[src/rtl/lsu_pkg.sv]
// Shared types and helpers for the LSU memory master: FSM states, access sizes,
// latched request control, store byte masks and load extension.
package lsu_pkg;

    localparam int unsigned XLEN   = 64;
    localparam int unsigned MASK_W = 8;

    typedef enum logic [1:0] {IDLE, ACC, RESP} lsu_state_e;

    typedef enum logic [1:0] {SZ_B, SZ_H, SZ_W, SZ_D} lsu_size_e;

    // Request fields still needed after the address/data have been issued
    typedef struct packed {
        logic      wen;
        lsu_size_e size;
        logic      sgn;
    } lsu_ctl_t;

    function automatic logic [MASK_W-1:0] size2mask(lsu_size_e size);
        logic [MASK_W-1:0] mask;
        mask = 8'hFF;
        case (size)
            SZ_B:    mask = 8'h01;
            SZ_H:    mask = 8'h03;
            SZ_W:    mask = 8'h0F;
            default: mask = 8'hFF;
        endcase
        return mask;
    endfunction

    function automatic logic [XLEN-1:0] load_ext(logic [XLEN-1:0] data, lsu_size_e size, logic sgn);
        logic [XLEN-1:0] res;
        res = data;
        case (size)
            SZ_B:    res = {{56{sgn & data[7]}},  data[7:0]};
            SZ_H:    res = {{48{sgn & data[15]}}, data[15:0]};
            SZ_W:    res = {{32{sgn & data[31]}}, data[31:0]};
            default: res = data;
        endcase
        return res;
    endfunction

endpackage

[src/rtl/lsu_load_ext.sv]
// Combinational load-data extension: selects the low 1/2/4/8 bytes of the memory
// word and sign- or zero-extends them to 64 bits.
module lsu_load_ext
    import lsu_pkg::*;
(
    input  logic [XLEN-1:0] data,
    input  lsu_size_e       size,
    input  logic            sgn,
    output logic [XLEN-1:0] result_c
);

    assign result_c = load_ext(data, size, sgn);

endmodule

[src/rtl/lsu_mem_master.sv]
// LSU/MEM-stage bridge: one outstanding load/store, IDLE -> ACC -> RESP.
// Optional LSU_MISALIGN_CHECK_EN flags misaligned accesses instead of issuing them.
module lsu_mem_master
    import lsu_pkg::*;
#(
    parameter int unsigned ADDR_W = 64,
    parameter int unsigned DATA_W = 64
) (
    input  logic              clock,
    input  logic              reset_n,
    input  logic              req_valid,
    output logic              req_ready,
    input  logic              req_wen,
    input  logic [1:0]        req_size,
    input  logic              req_signed,
    input  logic [ADDR_W-1:0] req_addr,
    input  logic [DATA_W-1:0] req_wdata,
    output logic              resp_valid,
    input  logic              resp_ready,
    output logic [DATA_W-1:0] resp_rdata,
    output logic              resp_err,
    output logic              rd_en,
    output logic [ADDR_W-1:0] rd_addr,
    input  logic [DATA_W-1:0] rd_data,
    output logic              we_en,
    output logic [ADDR_W-1:0] we_addr,
    output logic [DATA_W-1:0] we_data,
    output logic [MASK_W-1:0] we_mask
);

    lsu_state_e        state, state_d;
    lsu_ctl_t          ctl_q, ctl_d;
    logic              rd_en_d, we_en_d, resp_valid_d, resp_err_d;
    logic [ADDR_W-1:0] rd_addr_d, we_addr_d;
    logic [DATA_W-1:0] we_data_d, resp_rdata_d, ext_c;
    logic [MASK_W-1:0] we_mask_d;
    logic              accept_c, misalign_c;

    // Ready combinationally follows resp_ready so a new request can enter on the release cycle
    assign req_ready = (state == IDLE) | ((state == RESP) & resp_ready);
    assign accept_c  = req_valid & req_ready;

`ifdef LSU_MISALIGN_CHECK_EN
    logic [2:0] align_mask_c;
    assign align_mask_c = 3'((4'd1 << req_size) - 4'd1);
    assign misalign_c   = (req_addr[2:0] & align_mask_c) != 3'd0;
`else
    assign misalign_c = 1'b0;
`endif

    lsu_load_ext u_load_ext (
        .data     (rd_data),
        .size     (ctl_q.size),
        .sgn      (ctl_q.sgn),
        .result_c (ext_c)
    );

    always_ff @(posedge clock or negedge reset_n) begin
        if (!reset_n) state <= IDLE;
        else          state <= state_d;
    end

    // Next state and next values of every registered output
    always_comb begin
        state_d      = state;
        ctl_d        = ctl_q;
        rd_en_d      = 1'b0;
        rd_addr_d    = '0;
        we_en_d      = 1'b0;
        we_addr_d    = '0;
        we_data_d    = '0;
        we_mask_d    = '0;
        resp_valid_d = resp_valid;
        resp_rdata_d = resp_rdata;
        resp_err_d   = resp_err;

        case (state)
            ACC: begin
                state_d      = RESP;
                resp_valid_d = 1'b1;
                resp_err_d   = 1'b0;
                resp_rdata_d = ctl_q.wen ? '0 : ext_c;
            end
            RESP: begin
                if (resp_ready) begin
                    state_d      = IDLE;
                    resp_valid_d = 1'b0;
                end
            end
            default: ;
        endcase

        if (accept_c) begin
            ctl_d = '{wen: req_wen, size: lsu_size_e'(req_size), sgn: req_signed};
            if (misalign_c) begin
                state_d      = RESP;
                resp_valid_d = 1'b1;
                resp_err_d   = 1'b1;
                resp_rdata_d = '0;
            end else begin
                state_d   = ACC;
                rd_en_d   = ~req_wen;
                rd_addr_d = req_wen ? '0 : req_addr;
                we_en_d   = req_wen;
                we_addr_d = req_wen ? req_addr : '0;
                we_data_d = req_wen ? req_wdata : '0;
                we_mask_d = req_wen ? size2mask(lsu_size_e'(req_size)) : '0;
            end
        end
    end

    always_ff @(posedge clock or negedge reset_n) begin
        if (!reset_n) begin
            ctl_q      <= '0;
            rd_en      <= 1'b0;
            rd_addr    <= '0;
            we_en      <= 1'b0;
            we_addr    <= '0;
            we_data    <= '0;
            we_mask    <= '0;
            resp_valid <= 1'b0;
            resp_rdata <= '0;
            resp_err   <= 1'b0;
        end else begin
            ctl_q      <= ctl_d;
            rd_en      <= rd_en_d;
            rd_addr    <= rd_addr_d;
            we_en      <= we_en_d;
            we_addr    <= we_addr_d;
            we_data    <= we_data_d;
            we_mask    <= we_mask_d;
            resp_valid <= resp_valid_d;
            resp_rdata <= resp_rdata_d;
            resp_err   <= resp_err_d;
        end
    end

endmodule

[config.mk]
export PLATFORM = sky130hd
export DESIGN_NAME = lsu_mem_master
export DESIGN_NICKNAME = d
export VERILOG_FILES = /design/src/rtl/lsu_pkg.sv /design/src/rtl/lsu_load_ext.sv /design/src/rtl/lsu_mem_master.sv
export SDC_FILE = /design/constraint.sdc
export NUM_CORES = 1
export LEC_CHECK = 0
export ABC_AREA = 1
export ABC_CLOCK_PERIOD_IN_PS = 1450
export CAP_MARGIN = 20
export CELL_PAD_IN_SITES_DETAIL_PLACEMENT = 2
export CELL_PAD_IN_SITES_GLOBAL_PLACEMENT = 2
export CORE_AREA = 2 2 148 295
export CTS_CLUSTER_SIZE = 8
export DETAILED_ROUTE_END_ITERATION = 12
export DIE_AREA = 0 0 150 297
export PLACE_DENSITY = 0.8
export SETUP_SLACK_MARGIN = 0.1
export SLEW_MARGIN = 25
export SYNTH_ARGS = -nofsm -noshare
export SYNTH_HDL_FRONTEND = slang
export SYNTH_SLANG_ARGS = --single-unit
[constraint.sdc]
create_clock -name clock -period 1.45 [get_ports clock]
set_input_delay 0.145 -clock clock [delete_from_list [all_inputs] [get_ports clock]]
set_output_delay 0.145 -clock clock [all_outputs]
set_load 0.02 [all_outputs]
==> results.md <==
* Max Used Layer: met5
* Setup Viol. Count Final at 0
* Power Density at 941 nW/um^2
* CP startpoint: state[0]$_DFFE_PN0P_
* Final HPWL DP at 32400 microns
* Xor/xnor cell area share of the yosys netlist at 0%
* Design Power at 17.1 mW
* Yosys cell types at 21
* P&R area growth vs syn at 81.0%
* Metal3 WL at 6070 microns
* Worst-path cell chain: inv_4, buf_6, nor2_4, nand2_4, buf_12, buf_12, nor2_2, nand2_1, nand2_1
* HP Class: primary input to flop
* Outcome: complete, no violations
* Clk slew on worst S/H paths at 50 ps
* # H-tree levels at 2
* Largest net degree at the start of global routing at 72
* Top cell type's share of synthesized area at 66.7%
* Fmax at 691 MHz
* Die ar. at 44600 sq um
* Clk buf depth at 3
* DR iter-0 viols at 205
* Area leader, netlist: dfrtp_1
* Total Wirelength at 53000 microns
* Reg2reg path depth at 9
* Fin cells at 2098
* Synth Area in Compound Gates at 0.299%
* Pre-Repair DR Iteration Count at 4
* Starting density of the core at 23.8%
* Antenna Nets Post-Route at 0
* Mean routed wirelength per cell at 25.3 microns
* Gr ovfl total at 0
* Predominant post-synthesis flop cell: dfrtp_1
* Total CTS buffers at 39
* WP data required at 1910 ps
* Worst setup path class: flop to flop
* Sw frac at 24.2%
* Synth Area in Simple Gates at 25.7%
* Post-Syn Area at 10100 sq um
* WHS at 101 ps
* Top-level I/O count at 469
* Vias/cell at 4.47
* Mux contribution to synthesized area at 0%
* Top cells by count, synth: 316 x nand2_1, 268 x dfrtp_1, 195 x nor2_1
* Worst skew pair latency at 550 ps
* Largest family of logic cells by synthesized area: simple AND/OR/NAND/NOR gates
* Die Ht at 297 microns
* Initial antenna violation count at 2
* Clock power share at 49.2%
* Clk root buf: clkbuf_16
* Yosys warning count at 0
* Sequential Power Share at 43.7%
* Final slew viol count at 0
* # diodes at 0
* RSZ-0062 raised after global routing: yes
* Final worst path period need at 1450 ps
* Area of the core at 42300 sq um
* CP Max Fanout at 7
* Clock skew at 22.8 ps
* Share of cells above drive strength 1 at 42.0%
* First-pass GRT wire length at 68600 microns
* Final worst-path cycle share at 99.8%
* Reg-to-Reg End: resp_rdata[58]$_DFFE_PN0P_
* Most instantiated library cell after synthesis: nand2_1
* Die width at 150 microns
* Sequential area share after synthesis at 66.7%
* CP endpoint: resp_rdata[58]$_DFFE_PN0P_
* Final Hold Violating Endpoints at 0
* P_sw at 4.15 mW
* Total of max-cap violations at 0
* Worst reg2reg startpoint: state[0]$_DFFE_PN0P_
* Met2 wire length at 27000 microns
* CP Launch Type: flop
* Vias in the first global route at 10662
* Max stage delay on crit path at 400 ps
* R2R Setup Slk at 3 ps
* Internal at 13.0 mW
* Worst path slowest cell: dfrtp_1
* CTS tree: built
* Yosys reg bits at 268
* Met1 WL at 17800 microns
* Pleak at 8.75 nW
* Hold depth at 4
* Logic pwr share at 7.0%
* Number of enable flip-flop cells after synthesis at 0
* Total GRT Usage at 20.7%
* Via Count at 9372
* Placed Area at 15700 sq um
* GPL Wtd Cong at 0.778
* Final Cell Area at 18200 sq um
* Syn_area_per_cell at 10.0 sq um
* Layout Nets at 1750
* Placed Cells at 2010
* DRC errors left at 0
* Post-Syn Nets at 1204
* Cell count after synthesis at 1004
* Ys async rst share at 100%
* Clk sinks at 268
* Critical path data arrival time at 1910 ps
* Final design utilization at 43.0%
* Worst VDD drop at 872 uV
* Row count at 107
* Buffers on Ports at 467
* Setup crit end kind: flop
* Post-synthesis adder-cell area fraction at 0%
* Ranking of synthesized cells by area: dfrtp_1 67%, nand2_1 12%, nor2_1 7.3%, nor3_2 5.0%, inv_1 2.8%
==> power groups by stage <==
stage	clock network, mW	logic [mW]	registers (mW)
4_1_cts	8.65	1.14	7.49
3_3_place_gp	0	1.06	7.62
3_5_place_dp	0	1.08	7.62
5_1_grt	8.94	1.30	7.48
6_report	8.43	1.20	7.49
2_1_floorplan	0	0.220	7.62
==> flip-flops by register name (all words and copies together) (netlist names) <==
signal / flops
ctl_q: 4
resp_rdata: 64
we_mask: 4
state: 2
rd_addr: 64
we_addr: 64
rd_en: 1
resp_valid: 1
we_data: 64
==> metal layers <==
metal	vias up	track usage [%]
li1	4070	-
met1	4687	21.3
met2	510	35.6
met3	101	10.7
met4	4	7.08
met5	-	0
==> worst min path at each step <==
stage / start / to / slack [ps]
CTS: reset_n / resp_rdata[60]$_DFFE_PN0P_ / 90
detailed placement: reset_n / resp_rdata[42]$_DFFE_PN0P_ / 60
floorplan: reset_n / ctl_q[0]$_DFFE_PN0P_ / -150
finish: req_wen / we_data[63]$_DFF_PN0_ / 100
global route: reset_n / resp_rdata[60]$_DFFE_PN0P_ / 130
global placement: reset_n / resp_rdata[42]$_DFFE_PN0P_ / 50
==> timing repair <==
action / 4_1_cts / 5_1_grt
hold endpoints to repair: 268 / 0
endpoints found under the setup margin: 334 / 270
setup buffers: 10 / 16
gates resized for setup: 1010 / 331
hold buffers: 1 / 0
gates cloned: 4 / 13
pin swaps: 34 / 75
==> area by class of cell <==
class | count | area [sq um]
well taps | 545 | 682
inverters | 77 | 307
flip-flops and latches | 268 | 6710
clock buffers | 41 | 1000
multi-input cells | 594 | 3700
repair buffers | 570 | 5740
clock inverters | 3 | 55.1
fillers | 4330 | 24100
==> per-stage QoR <==
step	TNS, ps	setup slack, ps
6_report	0	2.78
5_1_grt	-1010	-64.2
4_1_cts	-10.2	-10.2
3_5_place_dp	-20980	-386
3_3_place_gp	-18040	-381
2_1_floorplan	0	310
==> critical path: cells and delay by family, from the launching register on <==
family,cells,cell delay (ps)
and+or+nand+nor,5,480
DFF,1,400
buffers and inverters,4,500
==> kinds of logic after synthesis <==
| kind of cell | after synthesis |
|---|---|
| other | 1 |
| DFF | 268 |
| buffers and inverters | 142 |
| AOI/OAI and AO/OA | 6 |
| and+or+nand+nor | 587 |
==> placed cells by master, fill, tap and decap left out, types with 49 or more instances in the layout <==
master           instances
buf_2                  120
clkbuf_16               50
clkdlybuf4s15_2        133
clkdlybuf4s50_1        197
dfrtp_1                264
inv_1                   72
nand2_1                256
nor2_1                  89
nor2_4                  90
nor3_2                  49
Note: power is estimated with default switching activity, not from simulation.
